## config.mk

```make
export PLATFORM = sky130hd
export DESIGN_NAME = load_store_unit
export DESIGN_NICKNAME = d
export VERILOG_FILES = /design/src/rtl/lsu_pkg.sv /design/src/rtl/lsu_load_extend.sv /design/src/rtl/load_store_unit.sv
export SDC_FILE = /design/constraint.sdc
export NUM_CORES = 1
export LEC_CHECK = 0
export ABC_AREA = 1
export BUFFER_PORTS_ARGS = -buffer_cell sky130_fd_sc_hd__buf_2
export CAP_MARGIN = 0
export CORE_MARGIN = 2
export CORE_UTILIZATION = 58
export CTS_BUF_LIST = sky130_fd_sc_hd__clkbuf_2
export CTS_CLUSTER_DIAMETER = 40
export DETAILED_ROUTE_END_ITERATION = 7
export MAX_ROUTING_LAYER = met4
export PLACE_DENSITY = 0.95
export SLEW_MARGIN = 30
export SYNTH_ARGS = -nofsm -noshare
export SYNTH_HDL_FRONTEND = slang
export SYNTH_HIERARCHICAL = 1
export SYNTH_SLANG_ARGS = --single-unit
export TNS_END_PERCENT = 50
```

## constraint.sdc

```tcl
create_clock -name clk -period 5.4 [get_ports clk]
set_clock_uncertainty 0.2 [all_clocks]
set_input_delay 0 -clock clk [delete_from_list [all_inputs] [get_ports clk]]
set_output_delay 0 -clock clk [all_outputs]
set_load 0.1 [all_outputs]
```

## src/rtl/lsu_pkg.sv

```systemverilog
// Shared definitions for the piRISC load/store unit: RV32I funct3 size codes
// and the LSU sequencer states.
package lsu_pkg;

  localparam logic [2:0] F3_B  = 3'b000;
  localparam logic [2:0] F3_H  = 3'b001;
  localparam logic [2:0] F3_W  = 3'b010;
  localparam logic [2:0] F3_BU = 3'b100;
  localparam logic [2:0] F3_HU = 3'b101;

  typedef enum logic [1:0] {
    S_IDLE   = 2'd0,
    S_ACCESS = 2'd1,
    S_WAIT   = 2'd2,
    S_RESP   = 2'd3
  } lsu_state_e;

  // One-hot {word, half, byte} from funct3; all-zero for the reserved size code.
  function automatic logic [2:0] f3_size(input logic [2:0] f3);
    case (f3[1:0])
      2'b00:   f3_size = 3'b001;
      2'b01:   f3_size = 3'b010;
      2'b10:   f3_size = 3'b100;
      default: f3_size = 3'b000;
    endcase
  endfunction

endpackage

```

## src/rtl/lsu_load_extend.sv

```systemverilog
// Load-data extension: turns right-justified, zero-filled RAM read data into
// the sign- or zero-extended register value selected by funct3.
module lsu_load_extend
  import lsu_pkg::*;
#(
  parameter int WIDTH = 32
) (
  input  logic [2:0]       i_funct3,
  input  logic [WIDTH-1:0] i_raw,
  output logic [WIDTH-1:0] o_data
);

  always_comb begin
    o_data = i_raw;
    case (i_funct3)
      F3_B:    o_data = {{(WIDTH-8){i_raw[7]}}, i_raw[7:0]};
      F3_H:    o_data = {{(WIDTH-16){i_raw[15]}}, i_raw[15:0]};
      F3_BU:   o_data = {{(WIDTH-8){1'b0}}, i_raw[7:0]};
      F3_HU:   o_data = {{(WIDTH-16){1'b0}}, i_raw[15:0]};
      default: o_data = i_raw;
    endcase
  end

endmodule

```

## src/rtl/load_store_unit.sv

```systemverilog
// piRISC memory-stage load/store unit: EA generation, RAM sequencing and load
// extension. Define LSU_MISALIGN_TRAP_EN to turn misaligned half/word accesses
// into error responses; otherwise the EA is force-aligned.
module load_store_unit
  import lsu_pkg::*;
#(
  parameter int WIDTH      = 32,
  parameter int RAM_RD_LAT = 1
) (
  input  logic             clk,
  input  logic             rst_n,
  input  logic             req_valid,
  output logic             req_ready,
  input  logic             req_we,
  input  logic [2:0]       req_funct3,
  input  logic [WIDTH-1:0] req_base,
  input  logic [11:0]      req_offset,
  input  logic [WIDTH-1:0] req_wdata,
  output logic             rsp_valid,
  input  logic             rsp_ready,
  output logic [WIDTH-1:0] rsp_rdata,
  output logic             rsp_err,
  output logic [WIDTH-1:0] ram_wr_data,
  input  logic [WIDTH-1:0] ram_rd_data,
  output logic [WIDTH-1:0] ram_addr,
  output logic             ram_rdEn,
  output logic             ram_wrEn,
  output logic             ram_isByte,
  output logic             ram_isHalf,
  output logic             ram_isWord
);

  localparam int CNT_W = (RAM_RD_LAT > 1) ? $clog2(RAM_RD_LAT) : 1;

  lsu_state_e       r_state;
  lsu_state_e       w_next;
  logic [CNT_W-1:0] r_cnt;
  logic [WIDTH-1:0] r_ea;
  logic [WIDTH-1:0] r_wdata;
  logic [WIDTH-1:0] r_rdata;
  logic [2:0]       r_f3;
  logic             r_we;
  logic             r_err;

  logic [WIDTH-1:0] w_ea_sum;
  logic [WIDTH-1:0] w_addr;
  logic [WIDTH-1:0] w_ext;
  logic [2:0]       w_size;
  logic             w_legal;
  logic             w_go;

  assign w_ea_sum = req_base + {{(WIDTH-12){req_offset[11]}}, req_offset};

  lsu_load_extend #(.WIDTH(WIDTH)) u_ext (
    .i_funct3 (r_f3),
    .i_raw    (ram_rd_data),
    .o_data   (w_ext)
  );

  // Decode of the registered request; w_go means a RAM access really happens.
  always_comb begin
    w_size  = f3_size(r_f3);
    w_legal = r_we ? (r_f3 inside {F3_B, F3_H, F3_W})
                   : (r_f3 inside {F3_B, F3_H, F3_W, F3_BU, F3_HU});
    w_addr  = r_ea;
`ifdef LSU_MISALIGN_TRAP_EN
    w_go    = w_legal && !((w_size[1] && r_ea[0]) || (w_size[2] && (r_ea[1:0] != 2'b00)));
`else
    w_go    = w_legal;
    if (w_size[1]) w_addr[0]   = 1'b0;
    if (w_size[2]) w_addr[1:0] = 2'b00;
`endif
  end

  always_comb begin
    w_next = r_state;
    case (r_state)
      S_IDLE:   if (req_valid) w_next = S_ACCESS;
      S_ACCESS: w_next = (w_go && !r_we) ? S_WAIT : S_RESP;
      S_WAIT:   if (r_cnt == '0) w_next = S_RESP;
      S_RESP:   if (rsp_ready) w_next = S_IDLE;
      default:  w_next = S_IDLE;
    endcase
  end

  // Every output is decoded from state so reset clears it without waiting for a clock.
  always_comb begin
    req_ready   = (r_state == S_IDLE);
    rsp_valid   = (r_state == S_RESP);
    rsp_rdata   = '0;
    rsp_err     = 1'b0;
    ram_wr_data = '0;
    ram_addr    = '0;
    ram_rdEn    = 1'b0;
    ram_wrEn    = 1'b0;
    ram_isByte  = 1'b0;
    ram_isHalf  = 1'b0;
    ram_isWord  = 1'b0;
    case (r_state)
      S_ACCESS: begin
        ram_addr    = w_addr;
        ram_wr_data = r_wdata;
        if (w_go) begin
          {ram_isWord, ram_isHalf, ram_isByte} = w_size;
          ram_wrEn = r_we;
          ram_rdEn = !r_we;
        end
      end
      S_WAIT: begin
        ram_addr = w_addr;
        {ram_isWord, ram_isHalf, ram_isByte} = w_size;
      end
      S_RESP: begin
        rsp_rdata = r_rdata;
        rsp_err   = r_err;
      end
      default: ;
    endcase
  end

  always_ff @(posedge clk or negedge rst_n) begin
    if (!rst_n) begin
      r_state <= S_IDLE;
      r_cnt   <= '0;
    end else begin
      r_state <= w_next;
      if (r_state == S_ACCESS)
        r_cnt <= CNT_W'(RAM_RD_LAT - 1);
      else if (r_state == S_WAIT && r_cnt != '0)
        r_cnt <= r_cnt - CNT_W'(1);
    end
  end

  // Request and response payload; only observed through state-gated outputs.
  always_ff @(posedge clk) begin
    if (r_state == S_IDLE && req_valid) begin
      r_ea    <= w_ea_sum;
      r_f3    <= req_funct3;
      r_we    <= req_we;
      r_wdata <= req_wdata;
    end
    if (r_state == S_ACCESS) begin
      r_err   <= !w_go;
      r_rdata <= '0;
    end
    if (r_state == S_WAIT && r_cnt == '0)
      r_rdata <= w_ext;
  end

endmodule

```

* Yosys cells after proc, flatten, opt, wreduce, memory -nomap -nowiden *
Index checks and enable logic that the tools add are counted.

storage, ports and cells
  bits in registers = 104
  input port bits = 116
  output and inout port bits = 104
  word-level logic and storage cells = 66

cells by class
  $add $sub $neg = 2
  equal/unequal tests = 12
  muxes and demuxes = 28
  bitwise operators = 1
  reduce and logical (&&, ||, !) cells = 15

operators by type and width
  cell                number
  $mux 32             5
  $pmux 32 s4         1
  $add 32x32->32      1
  $mux 1              13
  $pmux 3 s3          1
  $mux 2              4
  $pmux 2 s4          1
  $eq 2x2->1 const B  3
  $eq 3x3->1 const B  2
  $pmux 1 s2          3
  $reduce_bool 5->1   1
  $eq 2x1->1 const B  2
  $logic_and 1x1->1   4
  $logic_not 2->1     2
  $ne 2x2->1 const B  2
  $reduce_bool 2->1   2
  $eq 3x1->1 const B  1
  $eq 3x2->1 const B  1
  $logic_not 3->1     1
  $reduce_and 3->1    1
  $reduce_bool 3->1   1
  $logic_not 1->1     2
  $ne 2x1->1 const B  1
  $reduce_or 2->1     1
  2 further kinds     2

* Longest topological paths before layout *
Gate-level depths: netlist of the first run.

  depth in word-level cells = 6
  mapped depth = 12
  mapped depth without buffers = 12

* By module *
The synthesis of the first run kept the hierarchy.

by module, submodules not included
  module           instances  cells each  area each (um2)  seq. area each (um2)
  load_store_unit  1          915         6721.4           3108.0
  lsu_load_extend  1          70          389.1            0.0

* Least setup slack after synthesis of the first run *
Ideal clock, no wire load.

  path type = reg2reg
  start = reg r_state[0]
  end = reg r_ea[0] (enable)
  library setup time = 0.422 ns
  arrival = 2.796 ns
  data required time = 4.778 ns
  setup slack = 1.982 ns
  cell stages (with the launch flop) = 5
  path buffers = 0
  clock period less this slack = 3.418 ns
  cell sequence = dfrtp_1 -> inv_1 -> ha_1 -> nand2_1 -> inv_1

between the ends
  word-level cells in the longest chain between the ends = 2

RTL lines
  item                    line                    text
  from (decl)             load_store_unit.sv:35   lsu_state_e r_state;
  from (signal assigned)  load_store_unit.sv:126  r_state <= w_next;
  $logic_not 2->1         -
  named net req_ready     load_store_unit.sv:13   output logic req_ready,
  $logic_and 1x1->1       load_store_unit.sv:136  if (r_state == S_IDLE && req_valid) begin
  to (signal assigned)    load_store_unit.sv:137  r_ea <= w_ea_sum;
  to (decl)               load_store_unit.sv:38   logic [WIDTH-1:0] r_ea;

The timed path passes the listed nets, and every way through them passes these cells.
A chain may end at the register's enable or synchronous reset.

* Final worst setup path of the first run *
  start = in req_offset[3]
  end = reg r_ea[28], data pin

between the ends
  word-level cells in the longest chain between the ends = 1

RTL lines
  item                    line                   text
  from (decl)             load_store_unit.sv:17  input logic [11:0] req_offset,
  $add 32x32->32          load_store_unit.sv:52  assign w_ea_sum = req_base + {{(WIDTH-12){req_offset[11]}}, req_offset};
  named net w_ea_sum[28]  load_store_unit.sv:45  logic [WIDTH-1:0] w_ea_sum;

The timed path passes the listed nets, and every way through them passes these cells.

==> metrics, run 1 <==
die area 13200 sq um; Synth cell types 28; Yosys top cell by area edfxtp_1; fraction of layout cells with a size suffix above 1 0.193; dominant cells by area after synthesis edfxtp_1, nand2_1, inv_1, ha_1, nor2_1; H-tree depth 3; clock buffer depth 2; sequential-to-total area share from yosys stat 0.437; Rel. slew slack 0.404; Final Setup Violations 0; worst path required time 5.58 ns; Hold Path Depth 4; PortBufs 219; RSZ-0062 raised after global routing false; number of flops mapped to enable cells by yosys between 100 and 150; Worst-path clk slew 0.33 ns; Via-to-Cell Ratio 5.20; cell count after synthesis approximately 990; final worst path period share 0.608; Yosys reg bits 104; yosys warns 6; Leakage 6.10 nW; final worst path period need 3.28 ns; outcome completed; critical path arrival roughly 3.5 ns; I/O pins between 200 and 250; post-synth top area share 0.427; logic gate share of total power 0.694; DR DRC count 0; vias in the first global route approximately 7.8k; worst vdd ir between 0.5 and 0.6 mV; largest fanout on the critical path 4; Placer Congestion between 1 and 1.5; sequential power share 0.243; Initial DRT Pass Iterations 5; area post-placement 8240 sq um; DRT iter0 DRCs 939; Final Util 0.851; max-slew violations 0; Worst setup EP type flip-flop; antenna violations before repair 1; Die Y 115 um; Max Fclk 304 MHz; Setup TNS 0 ns; vias after detailed routing 7956; CTS tree yes; ys async rst share 0.0288; Sink Count 104; core box area approximately 12000 sq um; P&R area growth vs syn 43.8%; Final Non-Filler Cells 1530; Internal 1.91 mW; final wirelength 24000 um; Switching Fraction 0.650; Power Dens Cells 534 nW/um^2; Hold Path Class in -> reg; final hold violation count 0; dpl cells around 1.3k; chip width 115 um; clk root buf clkbuf_2; antenna-violating nets left 0; Nets 1528; first-pass GRT wire length 36500 um; GR Overflow Total 0; Initial Util 0.592; FP Rows 40; Main synth FF type edfxtp_1; critical path class in -> reg; Synth Cell Area 7110 sq um; Slew @ Worst Pin around 0.89 ns; Clock Power Share 0.062; Global Route Usage Sum 0.368; Finished Cell Area 10200 sq um; largest net degree at the start of global routing 46; cell count of the worst reg-to-reg path 6; syn avg cell area slightly above 7 sq um; clk_lat worst skew 0.53 ns; DP HPWL 13200 um; maxcap violations 0; WL/cell around 16 um; Startpoint Class input pin; CTS buffer count 9; Switch Pwr ~3.5 mW; Syn Nets 1137
## worst max-delay path: stages
cell	delay, ns
dlygate4sd3_1	0.54
buf_2	0.12
ha_1	0.30
dlygate4sd3_1	0.62
nand3_1	0.11
nand3_2	0.10
nand2_1	0.07
nand2_2	0.10
nand2_1	0.07
nand2_2	0.10
nand2_1	0.10
nand3_1	0.08
dlygate4sd3_1	0.54
nand2_1	0.06
dlygate4sd3_1	0.55
## through the flow
step / worst slack, ns / power, mW / hold slack (ns)
6_report: 2.12 / 5.46 / 0.0371
3_5_place_dp: 2.48 / 4.84 / -0.401
4_1_cts: 2.10 / 5.32 / 0.0164
3_3_place_gp: 2.15 / 4.78 / -0.401
5_1_grt: 2.00 / 5.65 / 0.0272
2_1_floorplan: 1.98 / 4.30 / -0.496
## synth_stat cells (all sizes together), types with 3 or more instances
cell    instances
dfrtp           3
xor2           15
inv           257
o21ai           7
buf            13
nand2         370
edfxtp        101
a21oi          21
nand4           4
nor3           10
nor2           82
ha             35
nand3          47
clkbuf         15
## registers in the layout, summed over array words and instances, names as in the netlist
signal,flops
r_we,1
r_state,2
r_wdata,32
r_err,1
r_ea,32
r_rdata,32
r_cnt,1
r_f3,3
## logic make-up (layout without fill, tap and decap cells)
logic type | Yosys count | count (layout) | share of synthesized area
buffers and inverters | 285 | 681 | 0.159
DFF | 104 | 104 | 0.437
AOI/OAI and AO/OA | 31 | 31 | 0.0234
xor gates and xnor gates | 16 | 16 | 0.0197
adders and majority gates | 36 | 36 | 0.0644
other | 0 | 2 | 0
and+or+nand+nor | 513 | 513 | 0.296
## path summary, 6_finish.rpt
path	from	endpoint	slack [ns]
setup / recovery	req_offset[3]	r_ea[28]$_DFFE_PP_	2.12
hold / removal	ram_rd_data[0]	r_rdata[0]$_SDFFCE_PN0P_	0.04
setup reg to reg	r_f3[1]$_DFFE_PP_	r_rdata[31]$_SDFFCE_PN0P_	2.72
hold reg to reg	r_cnt$_DFFE_PN0P_	r_cnt$_DFFE_PN0P_	0.37
max in group asynchronous	rst_n	r_state[0]$_DFFE_PN0P_	4.72
min in group asynchronous	rst_n	r_cnt$_DFFE_PN0P_	0.14
## power groups by stage
stage,Sequential (mW),Combinational (mW),Clock (mW)
3_5_place_dp,1.32,3.52,0
5_1_grt,1.34,3.95,0.369
2_1_floorplan,1.29,3.01,0
3_3_place_gp,1.31,3.47,0
4_1_cts,1.30,3.69,0.330
6_report,1.33,3.79,0.340
## timing repair
action | CTS | global route
hold endpoints to repair | 128 | 0
hold buffers | 187 | 0
resized for setup | 0 | 0
buffers inserted | 0 | 0
## layer usage
metal | global-route usage | up-vias | wire length [um]
met1 | 0.365 | 3544 | 8090
met4 | 0.231 | 0 | 1630
li1 | - | 3702 | -
met2 | 0.672 | 551 | 12400
met3 | 0.0582 | 159 | 1880
met5 | - | - | 0
## layout make-up
| type | instances | area [sq um] |
|---|---|---|
| multi-input combinational | 596 | 2880 |
| tap | 147 | 184 |
| fill | 641 | 1790 |
| clock inverter | 7 | 52.6 |
| clock buffer | 9 | 45.0 |
| antenna | 2 | 5.00 |
| timing repair buffer | 408 | 2980 |
| inverter | 257 | 965 |
| sequential | 104 | 3110 |
## placed cells by master, fill, tap and decap left out, types with 3 or more instances in the layout
cell type | Yosys | routed
nand2_2 | 13 | 15
ha_1 | 35 | 33
nand3_2 | 4 | 4
inv_6 | 0 | 3
dlygate4sd3_1 | 0 | 187
clkbuf_2 | 0 | 9
a21oi_1 | 20 | 20
nand3_1 | 41 | 41
xor2_1 | 15 | 15
nor2_1 | 79 | 79
edfxtp_1 | 101 | 101
inv_1 | 256 | 255
buf_2 | 1 | 219
nor3_1 | 9 | 9
o21ai_0 | 7 | 7
dfrtp_1 | 3 | 3
nand2_1 | 357 | 355
nand4_1 | 4 | 4
Note: power is estimated with default switching activity, not from simulation.
==> run 2: changes to the inputs <==
CORE_UTILIZATION = 49   (was 58)
PLACE_DENSITY = 0.87   (was 0.95)
clock period = 3 ns   (was 5.4 ns; I/O delays follow)
==> run 2 against run 1 <==
Against the previous run: clock power grew 130%; sequential share of layout area shrank 0.83 points; final area grew 2.8%; hold slack lost 0.0080 ns; clock-buffer cell count grew 1; critical path type unchanged; largest cell class is now buffers.
==> metrics, run 2 (same netlist as run 1, synthesis figures left out) <==
Via-to-Cell Ratio 4.79 (-7.9%); final wirelength 21900 um (-8.7%); WP buf/inv 4 (-1); Initial DRT Pass Iterations 5 (unchanged); first-pass GRT wire length 34600 um (-5.2%); vias after detailed routing 7591 (-4.6%); Nets 1546 (+1.2%); Slew @ Worst Pin 0.528 ns (-0.365 ns); DRT iter0 DRCs 436 (-54%); worst-path cell chain dlygate4sd3_1 > buf_2 > ha_1 > fa_2 > nand3_1 > nand3_2 > nand2_1 > nand2_2 > nand2_1 > nand2_2 > nand2_1 > nand3_1 > dlygate4sd3_1 > nand2_1 > dlygate4sd3_1; Final Setup Violations 0 (unchanged); Fin Hold WS 0.0291 ns (-0.00802 ns); Sink Count 104 (unchanged); Die Y 124 um (+8.5%); Global Route Usage Sum 0.285 (-0.0838); most frequent cells in the layout nand2_1, inv_1, buf_2, dlygate4sd3_1, edfxtp_1; max layer used met4; antenna violations before repair 2 (+1); max-slew violations 0 (unchanged); delay-heaviest family, CP buffers and inverters; Routed met3 length 1420 um (-24%); core box area 14400 sq um (+20%); Worst setup EP type flip-flop; Critical Path Max Stage Delay 0.56 ns (-0.06 ns); largest net degree at the start of global routing 42 (-8.7%); Max Fclk 349 MHz; commonest non-fill, non-tap cell in the layout nand2_1; Initial Util 0.495 (-0.0971); final worst path period need 2.86 ns; critical path class in -> reg; Hold Path Class in -> reg; Fillers 998 (+56%); worst path required time 3.29 ns (-2.29 ns); I/O pins 220 (unchanged); Rel. slew slack 0.648 (+0.243); slowest CP cell dlygate4sd3_1; Placer Congestion 0.997 (-0.85%); H-tree depth 3 (unchanged); largest fanout on the critical path 4 (unchanged); P&R area growth vs syn 47.8%; PortBufs 219 (unchanged); M1 WL 7930 um (-2.0%); Startpoint Class input pin; DP HPWL 13600 um (+3.3%); DR DRC count 0 (unchanged); CTS buffer count 9 (unchanged); Largest regs r_ea (32), r_rdata (32), r_wdata (32); clock buffer depth 2 (unchanged); CTS tree yes; FP Rows 44 (+10%); area post-placement 8360 sq um (+1.5%); Crit path top cell by count nand2_1; DR WL met2 11500 um (-7.0%); Power Dens Cells 947 nW/um^2 (+77%); maxcap violations 0 (unchanged); final worst path period share 0.955; Worst-path clk slew 0.29 ns (-0.04 ns); fraction of layout cells with a size suffix above 1 0.194 (+0.00109); die area 15500 sq um (+18%); clk root buf clkbuf_2; final hold violation count 0 (unchanged); RSZ-0062 raised after global routing false; Leakage 6.19 nW (+1.6%); GR Overflow Total 0 (unchanged); outcome completed; Finished Cell Area 10500 sq um (+2.8%); post-CTS setup buffers 0 (unchanged); worst vdd ir 0.935 mV (+63%); vias in the first global route 7482 (-3.8%); chip width 124 um (+8.5%); clk_lat worst skew 0.57 ns (+0.04 ns); WL/cell 13.8 um (-12%); critical path arrival 3.15 ns (-0.32 ns); antenna-violating nets left 0 (unchanged)
-- run 2: where the power goes --
group | internal (mW) | total (mW) | switching, mW
clock network | 0.284 | 0.780 | 0.496
logic | 1.21 | 6.84 | 5.63
registers | 2.18 | 2.34 | 0.158
total | 3.68 | 9.96 | 6.28
-- run 2: through the flow --
| stage | cells | setup TNS, ns | worst slack [ns] | utilization | power [mW] |
|---|---|---|---|---|---|
| 6_report | 1585 | 0 | 0.136 | 0.732 | 9.96 |
| 3_5_place_dp | 1368 | 0 | 0.832 | 0.582 | 8.78 |
| 4_1_cts | 1583 | 0 | 0.131 | 0.730 | 9.84 |
| 5_1_grt | 1585 | 0 | 0.0387 | 0.732 | 10.3 |
| 3_3_place_gp | 1368 | 0 | 0.923 | 0.582 | 8.72 |
| 2_1_floorplan | 985 | -0.502 | -0.276 | - | 7.73 |
-- run 2: final timing paths --
kind	from	endpoint	slack, ns	depth (start not counted)
setup reg to reg	r_f3[1]$_DFFE_PP_	r_rdata[21]$_SDFFCE_PN0P_	0.50	7
min in group asynchronous	rst_n	r_state[0]$_DFFE_PN0P_	0.12	3
setup / recovery	req_offset[0]	r_ea[28]$_DFFE_PP_	0.14	15
hold / removal	ram_rd_data[4]	r_rdata[4]$_SDFFCE_PN0P_	0.03	4
hold reg to reg	r_cnt$_DFFE_PN0P_	r_cnt$_DFFE_PN0P_	0.35	2
max in group asynchronous	rst_n	r_state[1]$_DFFE_PN0P_	2.31	3
-- run 2: per-layer routing --
layer | up-vias | track usage
li1 | 3744 | -
met5 | - | -
met1 | 3422 | 0.294
met2 | 346 | 0.524
met4 | 0 | 0.139
met3 | 79 | 0.0451
-- run 2: worst reg2reg max path, delay by kind of cell (launching register included) --
family                 cells  cell delay, ns
buffers and inverters      3            0.89
flip-flops                 1            0.62
AND/OR/NAND/NOR            4            0.67
-- run 2: area by class of cell --
class | instances | area [sq um] | share of cell area
Sequential cell | 104 | 3110 | 0.296
Clock buffer | 10 | 50.0 | 0.00476
Tap cell | 184 | 230 | 0.0219
Antenna cell | 2 | 5.00 | 0.000476
Timing Repair Buffer | 426 | 3180 | 0.302
Multi-Input combinational cell | 596 | 2880 | 0.274
Inverter | 257 | 968 | 0.0921
Clock inverter | 6 | 90.1 | 0.00857
-- run 2: timing repair --
action	4_1_cts	5_1_grt
resized for setup	0	3
endpoints found under the setup margin	0	11
endpoints found under the hold margin	173	0
hold buffers	199	0
